$ cat config.mk
export PLATFORM = sky130hd
export DESIGN_NAME = bpu_update_sched
export DESIGN_NICKNAME = d
export VERILOG_FILES = /design/src/rtl/bpu_update_sched_pkg.sv /design/src/rtl/bpu_upd_fifo.sv /design/src/rtl/bpu_update_sched.sv
export SDC_FILE = /design/constraint.sdc
export NUM_CORES = 2
export LEC_CHECK = 0
export CELL_PAD_IN_SITES_DETAIL_PLACEMENT = 0
export CELL_PAD_IN_SITES_GLOBAL_PLACEMENT = 1
export CORE_ASPECT_RATIO = 0.5
export CORE_MARGIN = 2
export CORE_UTILIZATION = 30
export DETAILED_ROUTE_END_ITERATION = 16
export GPL_TIMING_DRIVEN = 0
export HOLD_SLACK_MARGIN = 0.02
export PLACE_DENSITY = 0.61
export SYNTH_ARGS = -nofsm -noshare
export SYNTH_HDL_FRONTEND = slang
export SYNTH_HIERARCHICAL = 1
export SYNTH_SLANG_ARGS = --single-unit
$ cat constraint.sdc
create_clock -name Clk -period 7.6 [get_ports Clk]
set_input_delay 1.9 -clock Clk [delete_from_list [all_inputs] [get_ports Clk]]
set_output_delay 1.9 -clock Clk [all_outputs]
set_load 0.005 [all_outputs]
$ cat src/rtl/bpu_update_sched_pkg.sv
// bpu_update_sched_pkg: branch-type codes, update-queue entry and FSM states
// shared by the BPU update scheduler and its queue.
package bpu_update_sched_pkg;

   localparam int UQ_DEPTH_DEF = 8;
   localparam int PC_W         = 32;

   localparam logic [2:0] BR_COND = 3'd1;
   localparam logic [2:0] BR_CALL = 3'd2;
   localparam logic [2:0] BR_RET  = 3'd3;
   localparam logic [2:0] BR_JMP  = 3'd4;

   typedef struct packed {
      logic [PC_W-1:0] pc;
      logic [PC_W-1:0] target;
      logic [2:0]      br_type;
      logic            taken;
      logic            miss;
   } uq_entry_t;

   typedef enum logic [1:0] {
      ST_IDLE   = 2'd0,
      ST_ISSUE  = 2'd1,
      ST_RELOAD = 2'd2
   } upd_state_e;

endpackage

$ cat src/rtl/bpu_upd_fifo.sv
// bpu_upd_fifo: 4-in/1-out compacting update queue with free-entry count.
// Pushed lanes land in consecutive slots in lane order.
module bpu_upd_fifo
   import bpu_update_sched_pkg::*;
#(
   parameter int DEPTH = UQ_DEPTH_DEF
) (
   input  logic                     clk_i,
   input  logic                     rst_ni,
   input  logic [3:0]               push_i,
   input  uq_entry_t                din_i [4],
   input  logic                     pop_i,
   output uq_entry_t                head_o,
   output logic                     empty_o,
   output logic [$clog2(DEPTH):0]   free_o
);

   localparam int AW = $clog2(DEPTH);
   localparam logic [AW:0] DEP = (AW+1)'(DEPTH);

   uq_entry_t   mem_q [DEPTH];
   logic [AW:0] wr_q, rd_q, cnt, npush;
   logic [AW:0] off [4];
   logic [AW-1:0] idx [4];
   logic        full;

   // Each pushed lane's slot offset is the number of pushed lanes below it.
   always_comb begin
      off[0] = '0;
      for (int l = 1; l < 4; l++)
         off[l] = off[l-1] + {{AW{1'b0}}, push_i[l-1]};
      for (int l = 0; l < 4; l++)
         idx[l] = wr_q[AW-1:0] + off[l][AW-1:0];
      npush = off[3] + {{AW{1'b0}}, push_i[3]};
   end

   always_ff @(posedge clk_i) begin
      for (int l = 0; l < 4; l++)
         if (push_i[l]) mem_q[idx[l]] <= din_i[l];
   end

   always_ff @(posedge clk_i or negedge rst_ni) begin
      if (!rst_ni) begin
         wr_q <= '0;
         rd_q <= '0;
      end else begin
         wr_q <= wr_q + npush;
         rd_q <= rd_q + {{AW{1'b0}}, pop_i};
      end
   end

   assign cnt     = wr_q - rd_q;
   assign full    = (wr_q[AW] != rd_q[AW]) && (wr_q[AW-1:0] == rd_q[AW-1:0]);
   assign empty_o = (cnt == '0);
   assign free_o  = DEP - cnt;
   assign head_o  = mem_q[rd_q[AW-1:0]];

   a_no_overflow: assert property (@(posedge clk_i) disable iff (!rst_ni)
      !(full && |push_i));
   a_no_underflow: assert property (@(posedge clk_i) disable iff (!rst_ni)
      !(empty_o && pop_i));

endmodule

$ cat src/rtl/bpu_update_sched.sv
// bpu_update_sched: serializes retired-branch training into BTB/TAGE and
// sequences RAS/GHR reload. Optional BPU_UPD_PERF_EN adds perf counters.
module bpu_update_sched
   import bpu_update_sched_pkg::*;
#(
   parameter int UQ_DEPTH = UQ_DEPTH_DEF,
   parameter int GHR_W    = 64
) (
   input  logic              Clk,
   input  logic              Rest,
   input  logic [3:0]        CmtValid,
   input  logic [3:0]        CmtIsBr,
   input  logic [3:0]        CmtTaken,
   input  logic [3:0]        CmtMiss,
   input  logic [4*PC_W-1:0] CmtPc,
   input  logic [4*PC_W-1:0] CmtTarget,
   input  logic [4*3-1:0]    CmtType,
   input  logic [GHR_W-1:0]  CmtGHR,
   input  logic [3:0]        CmtRasPtr,
   output logic              CmtReady,
   input  logic              BpuUpBusy,
   output logic              UpBtbAble,
   output logic [PC_W-1:0]   UpBtbPc,
   output logic [PC_W-1:0]   UpBtbTaget,
   output logic [2:0]        UpBtbType,
   output logic              UpTageAble,
   output logic [PC_W-1:0]   UpTagePc,
   output logic              UpTageTaken,
   output logic              UpTageReLoad,
   output logic [GHR_W-1:0]  UpTageGHR,
   output logic              UpRasReLoad,
   output logic [3:0]        UpRasPtr
`ifdef BPU_UPD_PERF_EN
  ,output logic [31:0]       PerfUpdCnt,
   output logic [31:0]       PerfMissCnt
`endif
);

   localparam int AW = $clog2(UQ_DEPTH);
   localparam logic [AW:0] LANES = (AW+1)'(4);

   upd_state_e       state_q;
   logic [GHR_W-1:0] ghr_q;
   logic [3:0]       ras_q;
   uq_entry_t        lane_ent [4];
   uq_entry_t        head;
   logic [3:0]       keep, push;
   logic             cut, empty, pop, reload, snap_load;
   logic [AW:0]      free;

   // Lanes younger than the oldest mispredict are flushed by the ROB.
   always_comb begin
      keep = '0;
      cut  = 1'b0;
      for (int l = 0; l < 4; l++) begin
         keep[l] = !cut;
         if (CmtValid[l] && CmtMiss[l]) cut = 1'b1;
         lane_ent[l] = '{pc:      CmtPc[l*PC_W +: PC_W],
                         target:  CmtTarget[l*PC_W +: PC_W],
                         br_type: CmtType[l*3 +: 3],
                         taken:   CmtTaken[l],
                         miss:    CmtMiss[l]};
      end
      push = CmtValid & CmtIsBr & keep & {4{CmtReady}};
   end

   assign snap_load = |(push & CmtMiss);

   bpu_upd_fifo #(.DEPTH(UQ_DEPTH)) u_fifo (
      .clk_i   (Clk),
      .rst_ni  (Rest),
      .push_i  (push),
      .din_i   (lane_ent),
      .pop_i   (pop),
      .head_o  (head),
      .empty_o (empty),
      .free_o  (free)
   );

   assign CmtReady = (free >= LANES);
   assign reload   = (state_q == ST_RELOAD);
   assign pop      = !empty && !BpuUpBusy && !reload;

   assign UpBtbAble    = pop && (head.taken || head.miss);
   assign UpTageAble   = pop && (head.br_type == BR_COND);
   assign UpBtbPc      = pop ? head.pc : '0;
   assign UpBtbTaget   = pop ? head.target : '0;
   assign UpBtbType    = pop ? head.br_type : '0;
   assign UpTagePc     = pop ? head.pc : '0;
   assign UpTageTaken  = pop && head.taken;
   assign UpTageReLoad = reload;
   assign UpRasReLoad  = reload;
   assign UpTageGHR    = reload ? ghr_q : '0;
   assign UpRasPtr     = reload ? ras_q : '0;

   always_ff @(posedge Clk or negedge Rest) begin
      if (!Rest) begin
         state_q <= ST_IDLE;
         ghr_q   <= '0;
         ras_q   <= '0;
      end else begin
         unique case (state_q)
            ST_IDLE, ST_ISSUE: begin
               if (pop && head.miss) state_q <= ST_RELOAD;
               else if (!empty)      state_q <= ST_ISSUE;
               else                  state_q <= ST_IDLE;
            end
            ST_RELOAD: begin
               ghr_q   <= '0;
               ras_q   <= '0;
               state_q <= empty ? ST_IDLE : ST_ISSUE;
            end
            default: state_q <= ST_IDLE;
         endcase
         if (snap_load) begin
            ghr_q <= CmtGHR;
            ras_q <= CmtRasPtr;
         end
      end
   end

   a_cmt_ready: assert property (@(posedge Clk) disable iff (!Rest)
      !(|CmtValid && !CmtReady));

`ifdef BPU_UPD_PERF_EN
   logic [31:0] perf_upd_q, perf_miss_q;

   always_ff @(posedge Clk or negedge Rest) begin
      if (!Rest) begin
         perf_upd_q  <= '0;
         perf_miss_q <= '0;
      end else begin
         if ((UpBtbAble || UpTageAble) && perf_upd_q != '1)
            perf_upd_q <= perf_upd_q + 32'd1;
         if (reload && perf_miss_q != '1)
            perf_miss_q <= perf_miss_q + 32'd1;
      end
   end

   assign PerfUpdCnt  = perf_upd_q;
   assign PerfMissCnt = perf_miss_q;
`endif

endmodule

==> run_summary.xml <==
<?xml version="1.0" encoding="UTF-8"?>
<metrics>
  <group name="status">
    <metric name="outcome" unit="">complete, but fails checks</metric>
    <metric name="violations" unit="">max-capacitance violations</metric>
  </group>
  <group name="cts">
    <metric name="clock_tree.htree_level_count" unit="">3</metric>
    <metric name="cts_sinks" unit="">630</metric>
    <metric name="clk_pin_slew_worst_paths" unit="ns">0.06</metric>
    <metric name="cts-root-buf" unit="">clkbuf_16</metric>
    <metric name="clockBufferDepth" unit="">3</metric>
    <metric name="cts_tree" unit="">built</metric>
    <metric name="insertion_delay" unit="ns">0.68</metric>
    <metric name="hold_buffers" unit="">0</metric>
    <metric name="numCtsBuffers" unit="">69</metric>
  </group>
  <group name="worst_setup_path">
    <metric name="critical_path.reg2reg.endpoint" unit="">u_fifo/mem_q[1][63]$_DFFE_PP_</metric>
    <metric name="cp-start-kind" unit="">flop</metric>
    <metric name="setup.worst_path.class" unit="">reg -&gt; reg</metric>
    <metric name="crit_path_max_fanout" unit="">19</metric>
    <metric name="crit_reg_reg_startpoint" unit="">u_fifo/rd_q[1]$_DFF_PN0_</metric>
    <metric name="critPathArrivalTime" unit="ns">8.05</metric>
    <metric name="r2r_setup_slack" unit="ns">0.03</metric>
    <metric name="critPathCaptureType" unit="">flop</metric>
    <metric name="critPathRequiredTime" unit="ns">8.08</metric>
    <metric name="r2r_cells" unit="">18</metric>
  </group>
  <group name="timing">
    <metric name="fin_skew" unit="ns">0.03296</metric>
    <metric name="unrepaired_setup_endpoints_after_global_routing" unit="">false</metric>
    <metric name="worstMarginPinSlew" unit="ns">1.489</metric>
    <metric name="timing.max_slew.rel_slack" unit="">0.001932</metric>
    <metric name="postLayoutSetupSlackWorst" unit="ns">0.03015</metric>
    <metric name="report.final.setup_viol" unit="">0</metric>
    <metric name="max_freq" unit="GHz">0.1321</metric>
    <metric name="min_period" unit="ns">7.570</metric>
    <metric name="number_of_slew_limit_violations_in_the_final_report" unit="">0</metric>
    <metric name="report.final.hold_viol_count" unit="">0</metric>
    <metric name="finalCritPeriodShare" unit="">0.9960</metric>
  </group>
  <group name="die">
    <metric name="initial_utilization" unit="">0.3025</metric>
    <metric name="dieWidth" unit="um">530.2</metric>
    <metric name="std_cell_rows" unit="">96</metric>
    <metric name="chipHeight" unit="um">267.1</metric>
    <metric name="floorplan_core_area" unit="um^2">137300</metric>
    <metric name="die_area" unit="um^2">141600</metric>
    <metric name="floorplan.io_pins" unit="">528</metric>
  </group>
  <group name="finish">
    <metric name="final_net_count" unit="">5315</metric>
    <metric name="synthToLayoutAreaGrowth" unit="%">22.93</metric>
    <metric name="final_util" unit="">0.3719</metric>
    <metric name="finish.cell_count_without_fillers" unit="">6861</metric>
    <metric name="post_route_cells_drive_above_1_share" unit="">0.1143</metric>
  </group>
  <group name="logic_synthesis">
    <metric name="postSynthNetCount" unit="">4812</metric>
    <metric name="synthDistinctLibCells" unit="">57</metric>
    <metric name="synth.ff_latch_count" unit="">630</metric>
    <metric name="post-synth-top-area-fraction" unit="">0.3991</metric>
    <metric name="synth_flop_cell" unit="">edfxtp_1</metric>
    <metric name="synth.area.top_cells" unit="">edfxtp_1 40%, a221oi_1 12%, o21ai_0 8.8%</metric>
    <metric name="netlist_instances" unit="">4436</metric>
    <metric name="synthesis.yosys.warnings" unit="">6</metric>
    <metric name="post_synth.cell_area_avg" unit="um^2">9.363</metric>
    <metric name="synth_enable_flop_cells" unit="">552</metric>
    <metric name="async_flop_share" unit="">0.1238</metric>
    <metric name="netlist_area" unit="um^2">41530</metric>
    <metric name="synth_seq_area_share" unit="">0.4461</metric>
    <metric name="synth_top_cell_by_area" unit="">edfxtp_1</metric>
    <metric name="most_numerous_cell_in_the_yosys_netlist" unit="">nand2_1</metric>
    <metric name="ys_top_cells_by_count" unit="">840 x nand2_1, 732 x o21ai_0, 552 x edfxtp_1</metric>
  </group>
  <group name="hold_path">
    <metric name="hold_class" unit="">reg -&gt; reg</metric>
    <metric name="min_delay_path_depth" unit="">1</metric>
    <metric name="worstHoldStart" unit="">state_q[0]$_DFF_PN0_</metric>
    <metric name="hold-path-endpoint" unit="">state_q[0]$_DFF_PN0_</metric>
  </group>
  <group name="global_routing">
    <metric name="overflow" unit="">0</metric>
    <metric name="total_grt_usage" unit="">0.3019</metric>
    <metric name="grt_start_max_net_pins" unit="">60</metric>
    <metric name="via_count_of_the_first_global_routing_pass" unit="">40770</metric>
    <metric name="antenna_found_initial" unit="">20</metric>
    <metric name="grt_pass1_wl" unit="um">307400</metric>
  </group>
  <group name="detailed_routing">
    <metric name="detailedRoute.firstPassIterationCount" unit="">8</metric>
    <metric name="vias_per_cell" unit="">6.234</metric>
    <metric name="vias" unit="">42770</metric>
    <metric name="route.detailed.wl_per_inst" unit="um">32.25</metric>
    <metric name="routed_wl" unit="um">221200</metric>
    <metric name="drtIter0Drc" unit="">6172</metric>
    <metric name="ant_nets" unit="">0</metric>
    <metric name="drc_errors" unit="">0</metric>
  </group>
  <group name="placement">
    <metric name="pre_cts_slack" unit="ns">-2.005</metric>
    <metric name="gp_routability_congestion" unit="">0.9437</metric>
    <metric name="placed_cells_incl_taps" unit="">6726</metric>
    <metric name="dpl.hpwl" unit="um">151500</metric>
    <metric name="numPortBuffers" unit="">391</metric>
  </group>
  <group name="pwr">
    <metric name="leakagePower" unit="nW">17.71</metric>
    <metric name="pwr_per_cell_area" unit="nW/um^2">469.3</metric>
    <metric name="ir_drop" unit="mV">0.3999</metric>
  </group>
  <group name="job">
    <metric name="timing.max_cap.violations" unit="">2</metric>
  </group>
</metrics>
-- flip-flops by register name, summed over array words and instances, names as in the netlist --
signal / flops
ras_q: 4
u_fifo/mem_q: 552
u_fifo/rd_q: 4
state_q: 2
u_fifo/wr_q: 4
ghr_q: 64
-- where the power goes --
group / switching [mW] / internal, mW
registers: 0.440 / 5.99
logic: 9.03 / 4.94
clock network: 1.56 / 2.01
-- layer usage --
| layer | up-vias | global-route usage | share of wire |
|---|---|---|---|
| met5 | - | 0.0003419 | 0.00073 |
| met4 | 18 | 0.1235 | 0.044 |
| met3 | 598 | 0.08929 | 0.12 |
| met2 | 3234 | 0.4606 | 0.44 |
| met1 | 21290 | 0.3993 | 0.39 |
| li1 | 17630 | - | - |
-- layout by cell type, fill, tap and decap left out, drive strengths merged, types with 4 or more instances in the layout --
| master | count |
|---|---|
| fa | 6 |
| bufinv | 7 |
| nor3 | 13 |
| nor2b | 4 |
| buf | 247 |
| a21oi | 9 |
| xor2 | 5 |
| nand2b | 7 |
| clkdlybuf4s50 | 390 |
| o21ai | 1104 |
| or2 | 4 |
| o22ai | 4 |
| ha | 15 |
| diode | 13 |
| a221oi | 550 |
| clkbuf | 557 |
| nand2 | 840 |
| and2 | 206 |
| nand3 | 17 |
| inv | 84 |
| nand4 | 8 |
| or3 | 6 |
| xnor2 | 10 |
| clkinv | 16 |
| nor2 | 19 |
| edfxtp | 552 |
| mux4 | 138 |
| dfrtp | 78 |
| mux2i | 68 |
-- cell type report --
type / count / area [um^2]
well taps: 1862 / 2330
fillers: 13750 / 86240
flip-flops and latches: 630 / 18530
repair buffers: 441 / 4742
diodes: 13 / 32.53
plain buffers: 664 / 2915
inverters: 80 / 300.3
clock inverters: 29 / 355.3
multi-input cells: 3053 / 19940
clock buffers: 89 / 1906
-- critical path, stage by stage, from the launching register on --
cell and delay, ns:
dfrtp_1 0.36, clkbuf_2 0.35, buf_6 0.38, inv_1 0.15, fa_1 0.45, xor2_1 0.37
nor3_1 0.15, xnor2_2 0.36, a2bb2oi_1 0.25, and3_2 0.47, fa_1 0.54, ha_1 0.23
fa_1 0.48, xor2_2 0.27, nor3_2 1.06, buf_2 0.52, clkbuf_1 0.64, nand2_1 0.11
o21ai_1 0.17
-- worst max path at each step --
stage,end,start,cells past startpoint
global placement,u_fifo/mem_q[1][24]$_DFFE_PP_,u_fifo/rd_q[1]$_DFF_PN0_,18
detailed placement,u_fifo/mem_q[1][20]$_DFFE_PP_,u_fifo/rd_q[1]$_DFF_PN0_,21
global route,u_fifo/mem_q[6][63]$_DFFE_PP_,u_fifo/rd_q[1]$_DFF_PN0_,19
floorplan,u_fifo/mem_q[1][0]$_DFFE_PP_,u_fifo/rd_q[1]$_DFF_PN0_,18
CTS,u_fifo/mem_q[1][63]$_DFFE_PP_,u_fifo/rd_q[1]$_DFF_PN0_,18
finish,u_fifo/mem_q[1][63]$_DFFE_PP_,u_fifo/rd_q[1]$_DFF_PN0_,18
-- kinds of logic (layout without fill, tap and decap cells) --
group                      after synthesis  after routing  share of synthesized area
AOI/OAI and AO/OA                     1675           1675                     0.2529
xor gates and xnor gates                15             15                   0.004157
DFF                                    630            630                     0.4461
buffers and inverters                  756           1303                    0.07797
other                                    0             13                          0
adders and majority gates               21             21                   0.007411
muxes                                  206            206                    0.09122
and+or+nand+nor                       1133           1136                     0.1202
-- metrics by stage --
stage | total power [mW] | cell area [um^2] | TNS, ns | hold WS, ns
CTS | 23.56 | 51000 | 0 | 0.4821
floorplan | 13.78 | 41550 | 0 | 0.4300
detailed placement | 19.82 | 48570 | -1043.02 | 0.4580
global placement | 19.44 | 47790 | -3471.17 | 0.4436
global route | 24.81 | 51040 | 0 | 0.5154
finish | 23.96 | 51050 | 0 | 0.4699
-- repair_timing --
item,in CTS,in global routing
pin swaps,8,0
setup endpoints to repair,1169,258
cloned,3,0
gates resized for setup,27,8
setup buffers,13,0
(Power assumes the default switching activity.)
